<file path="config.mk">
export PLATFORM = sky130hd
export DESIGN_NAME = addsub_pipe
export DESIGN_NICKNAME = d
export VERILOG_FILES = /design/src/rtl/addsub_pipe.sv
export SDC_FILE = /design/constraint.sdc
export NUM_CORES = 1
export LEC_CHECK = 0
export BUFFER_PORTS_ARGS = -buffer_cell sky130_fd_sc_hd__buf_2
export CORE_MARGIN = 4
export CORE_UTILIZATION = 57
export CTS_CLUSTER_SIZE = 16
export DETAILED_ROUTE_END_ITERATION = 16
export PLACE_DENSITY_LB_ADDON = 0.08
export RECOVER_POWER = 100
export SETUP_SLACK_MARGIN = 0.15
export SYNTH_ARGS = -nofsm -noshare
export SYNTH_HDL_FRONTEND = slang
export SYNTH_SLANG_ARGS = --single-unit
</file>
<file path="constraint.sdc">
create_clock -name clk -period 2.37 [get_ports clk]
set_clock_uncertainty 0.05 [all_clocks]
set_input_delay 0.1185 -clock clk [delete_from_list [all_inputs] [get_ports clk]]
set_output_delay 0.1185 -clock clk [all_outputs]
set_load 0.005 [all_outputs]
</file>
<file path="src/rtl/addsub_pipe.sv">
// Multi-channel signed add/subtract with an elastic valid/ready pipeline of LAT stages.
// Optional clamping to the DATA_W signed range is enabled by defining ADDSUB_SATURATE_EN.
module addsub_pipe #(
  parameter int unsigned DATA_W = 24,
  parameter int unsigned NUM_CH = 2,
  parameter int unsigned LAT    = 2
) (
  input  logic                         clk,
  input  logic                         reset_n,
  input  logic                         i_valid,
  output logic                         o_ready,
  input  logic                         i_sub,
  input  logic [NUM_CH*DATA_W-1:0]     i_a,
  input  logic [NUM_CH*DATA_W-1:0]     i_b,
  output logic [NUM_CH*(DATA_W+1)-1:0] o_c,
  output logic [NUM_CH-1:0]            o_sat,
  output logic                         o_valid,
  input  logic                         i_ready
);

  localparam int unsigned CW = DATA_W + 1;

  if (LAT < 1) begin : g_lat_check
    $error("addsub_pipe: LAT must be at least 1");
  end

`ifdef ADDSUB_SATURATE_EN
  localparam logic [CW-1:0] MaxVal = {2'b00, {(DATA_W-1){1'b1}}};
  localparam logic [CW-1:0] MinVal = {2'b11, {(DATA_W-1){1'b0}}};
`endif

  logic [NUM_CH*CW-1:0] res_d;
  logic [NUM_CH-1:0]    sat_d;
  logic [CW-1:0]        a_ext;
  logic [CW-1:0]        b_ext;
  logic [CW-1:0]        sum;

  always_comb begin
    res_d = '0;
    sat_d = '0;
    a_ext = '0;
    b_ext = '0;
    sum   = '0;
    for (int unsigned n = 0; n < NUM_CH; n++) begin
      a_ext = {i_a[n*DATA_W + DATA_W - 1], i_a[n*DATA_W +: DATA_W]};
      b_ext = {i_b[n*DATA_W + DATA_W - 1], i_b[n*DATA_W +: DATA_W]};
      sum   = i_sub ? (a_ext - b_ext) : (a_ext + b_ext);
`ifdef ADDSUB_SATURATE_EN
      // Top two bits disagree exactly when the result leaves the DATA_W range.
      if (sum[CW-1] != sum[CW-2]) begin
        sat_d[n] = 1'b1;
        sum      = sum[CW-1] ? MinVal : MaxVal;
      end
`endif
      res_d[n*CW +: CW] = sum;
    end
  end

  logic [LAT-1:0]       valid_q;
  logic [NUM_CH*CW-1:0] data_q [LAT];
  logic [NUM_CH-1:0]    sat_q  [LAT];
  logic [LAT:0]         rdy;

  // Stage k may advance if downstream accepts or any stage from k onward is a bubble.
  always_comb begin
    rdy = '0;
    for (int unsigned k = 0; k <= LAT; k++) begin
      rdy[k] = i_ready;
      for (int unsigned j = k; j < LAT; j++) begin
        if (!valid_q[j]) rdy[k] = 1'b1;
      end
    end
  end

  always_ff @(posedge clk or negedge reset_n) begin
    if (!reset_n) begin
      valid_q <= '0;
      for (int unsigned k = 0; k < LAT; k++) begin
        data_q[k] <= '0;
        sat_q[k]  <= '0;
      end
    end else begin
      if (rdy[0]) begin
        valid_q[0] <= i_valid;
        data_q[0]  <= res_d;
        sat_q[0]   <= sat_d;
      end
      for (int unsigned k = 1; k < LAT; k++) begin
        if (rdy[k]) begin
          valid_q[k] <= valid_q[k-1];
          data_q[k]  <= data_q[k-1];
          sat_q[k]   <= sat_q[k-1];
        end
      end
    end
  end

  assign o_ready = rdy[0];
  assign o_valid = valid_q[LAT-1];
  assign o_c     = data_q[LAT-1];
  assign o_sat   = sat_q[LAT-1];

endmodule

</file>
==> summary.txt <==
Timing
  – Worst rel slew slack: 25.6%
  – Setup total negative slack: -10280 ps
  – Post-layout min period: 3040 ps
  – Worst-margin pin slew: 1120 ps
  – Post-route clock period utilization: 128%
  – Hold Vio Cnt, Final: 0
  – WHS: 107 ps
  – Max Transition Viols Final: 0
  – Post-route setup slack: -665 ps
  – Final setup violation count: 30
  – Max Fclk: 329 MHz
  – RSZ-0062 raised after global routing: true

Yosys
  – Async SR Flop Fraction: 100%
  – Synthesized area: 7780 um2
  – Most used flip-flop cell after synthesis: dfrtp_1
  – Synth warn: 0
  – Post-synth EDFFs: 0
  – Sequential element share of the synthesized area: 32.8%
  – Average cell area after synthesis: 7.88 um2
  – Number of distinct library cells after synthesis: 57
  – Gate count of the mapped netlist: 987
  – Number of synthesized register bits: 102

Floorplan
  – Initial Utilization: 58.5%
  – Die area: 15600 um2
  – # IOs: 155
  – Core area: 13300 um2
  – Std-Cell Rows: 42
  – Die width: 125 um
  – Die H: 125 um

Hold path
  – Hold Path End: data_q[50]
  – Worst Hold Depth: 4
  – Hold/Removal Path Class: in2reg
  – Worst Min Path Start: i_a[0]

Worst setup path
  – Worst path most repeated cell: a21oi_2
  – Critical Path Start Type: input pin
  – CP endpoint kind: flop
  – R2R Setup Slk: 70 ps
  – Crit-path max cell delay: 540 ps
  – Path depth of the worst reg2reg path: 7
  – Worst EP arrival: 3240 ps
  – Reg-to-Reg End: data_q[84]
  – CP Class: in2reg
  – Max Fanout on Critical Path: 5
  – Required @ worst endpoint: 2580 ps
  – FF-to-FF Start: valid_q[1]
  – Cell Chain, Critical Path: buf_6 > or4_4 > or4_4 > nor2_4 > a21oi_2 > xnor2_1 > ha_1 > a21o_1 > a21o_1 > a21oi_2 > nor3b_2 > a21oi_2 > nor4bb_4 > nor3_1
  – Slowest stage cell, crit path: or4_4

Clock network
  – Worst skew pair latency: 350 ps
  – Sink Count: 102
  – Root Driver: clkbuf_16
  – Max Buffers Root-to-Sink: 2
  – H-tree lvl count: 3
  – CTS clock-pin slew for the worst setup and hold paths: 80 ps
  – TritonCTS clock tree: done
  – Cts bufs inserted: 9

Global routing
  – Largest net degree at the start of global routing: 52
  – Global-route wire length before repair: 37100 um
  – Global route total overflow: 0
  – Vias in the first global route: 7736
  – GRT Overall Usage: 28.3%
  – Initial antenna violation count: 0

Finish
  – Layout cells sized above 1: 41.8%
  – Fillers: 755
  – Syn-to-layout area delta: 45.5%
  – N_diodes: 0
  – NumNets Final: 1462

Placement
  – DP HPWL: 16500 um
  – IO buf count: 152
  – RD Place Congestion: 0.917
  – Dpl ws: -923 ps

Route
  – WL final: 26900 um
  – Post-route ant nets: 0
  – # DRC: 0
  – DRT iter0 DRCs: 1066
  – Routed length per instance: 18.1 um
  – Via-to-Cell Ratio: 5.86
  – First-pass DRT Iterations: 6
  – Via count: 8731

Pwr
  – Switching share of power: 37.8%
  – Power Density: 650 nW/um2
  – Overall power: 7360 uW
  – Leak: 0.00551 uW
  – Internal power: 4570 uW
  – Net Switching: 2780 uW
  – Share of power burned in combinational logic: 46.4%
  – Sequential power share: 34.5%
  – Max VDD drop: 0.000442 V
  – Power share of the clock group: 19.1%

Status
  – Status: finished, violations left
  – Failing checks: setup timing

Flow run
  – Maxcap violations: 0
[cell usage in the layout, fill, tap and decap left out, types with 6 or more instances in the layout]
cell,instances
a21o_1,19
o21ai_1,15
o21ai_2,11
nor2_2,7
o211ai_1,7
inv_1,22
xnor2_2,7
ha_2,6
o21a_1,10
buf_6,24
nand2_1,210
xor2_1,13
nor2_1,86
a21oi_2,21
nand3_2,6
o21ai_0,12
nand2b_1,11
a21oi_1,55
dfrtp_1,102
nor3_4,6
buf_2,131
buf_4,220
xnor2_1,47
clkbuf_16,9
ha_1,43
nor3_1,21
clkbuf_1,16
nor2_4,7
[power groups by stage]
stage	Clock (uW)	Sequential (uW)	Combinational, uW
after global placement	0	2530	2670
after CTS	1420	2520	2990
after detailed placement	0	2550	2730
after global routing	1500	2600	3660
final	1410	2540	3410
after floorplan	0	2460	1850
[worst max-delay path by stage]
stage / end / cells after the start / start / slack [ps]
detailed placement: data_q[96] / 14 / i_b[32] / -920
global route: data_q[96] / 14 / i_b[32] / -740
global placement: data_q[98] / 14 / i_b[32] / -790
floorplan: data_q[99] / 12 / i_b[32] / -670
CTS: data_q[98] / 14 / i_b[32] / -490
finish: data_q[96] / 14 / i_b[32] / -670
[routing by layer]
metal  part of all wire [%]  vias to the layer above  wire length (um)  track usage, %
li1                       -                     3989                 -               -
met1                     43                     4035             11500            44.3
met2                     44                      588             11900            41.7
met3                    9.1                      119              2440            3.69
met4                    4.0                        0              1060            6.82
met5                      0                        -                 0               0
[flip-flops by register name (all words and copies together) (netlist names)]
signal,count
o_c,50
valid_q,2
data_q,50
[cell usage after synthesis, types with 7 or more instances]
cell type | instances | share of area (%)
a21o_1 | 19 | 1.8
o21a_1 | 10 | 0.97
clkbuf_1 | 29 | 1.4
nor4_1 | 8 | 0.64
o211ai_1 | 7 | 0.68
o21ai_0 | 39 | 2.5
nor2_1 | 100 | 4.8
a31oi_1 | 7 | 0.56
dfrtp_1 | 102 | 33
nand3_1 | 12 | 0.77
o2111ai_1 | 7 | 0.79
nand2b_1 | 14 | 1.1
and3_1 | 9 | 0.72
nor3_1 | 27 | 1.7
buf_1 | 7 | 0.34
a21oi_1 | 80 | 5.1
a211oi_1 | 9 | 0.87
xor2_1 | 18 | 2.0
ha_1 | 50 | 8.0
inv_1 | 26 | 1.3
nand2_1 | 214 | 10
xnor2_1 | 54 | 6.1
buf_4 | 53 | 5.1
[worst max-delay path, delay by kind of cell]
| kind | cells | cell delay [ps] |
|---|---|---|
| fa+ha+maj | 1 | 380 |
| simple gates | 6 | 1750 |
| buf+inv | 1 | 90 |
| xor+xnor | 1 | 130 |
| compound gates | 5 | 750 |
[logic make-up after synthesis]
logic type | Yosys count | synth area share [%]
AND/OR/NAND/NOR | 427 | 24.3
AO/OA/AOI/OAI | 209 | 16.8
buffers and inverters | 116 | 8.16
flip-flops | 102 | 32.8
XOR/XNOR | 72 | 8.11
adder cells (fa/ha/maj) | 52 | 8.56
multiplexers | 8 | 1.13
other | 1 | 0.0482
[cell type report]
| cell class | instances | area, um2 | share of cell area, % |
|---|---|---|---|
| tap | 176 | 220 | 1.95 |
| sequential | 102 | 2550 | 22.6 |
| inverter | 27 | 101 | 0.896 |
| clock inverter | 7 | 65.1 | 0.575 |
| clock buffer | 9 | 225 | 1.99 |
| multi-input combinational | 770 | 5460 | 48.3 |
| timing repair buffer | 399 | 2690 | 23.8 |
[what timing repair did]
action | 4_1_cts | 5_1_grt
hold buffers | 2 | 0
hold endpoints to repair | 44 | 0
gates resized for setup | 110 | 83
setup endpoints to repair | 31 | 36
setup buffers | 19 | 18
pin swaps | 73 | 60
[metrics by stage]
step	instance area (um2)	utilization, %	instances
2_1_floorplan	7970	-	988
3_5_place_dp	9970	75.0	1435
4_1_cts	10900	81.8	1472
5_1_grt	11300	85.1	1490
3_3_place_gp	9970	75.0	1435
6_report	11300	85.1	1490
No activity file was read; power rests on OpenSTA's default activity.
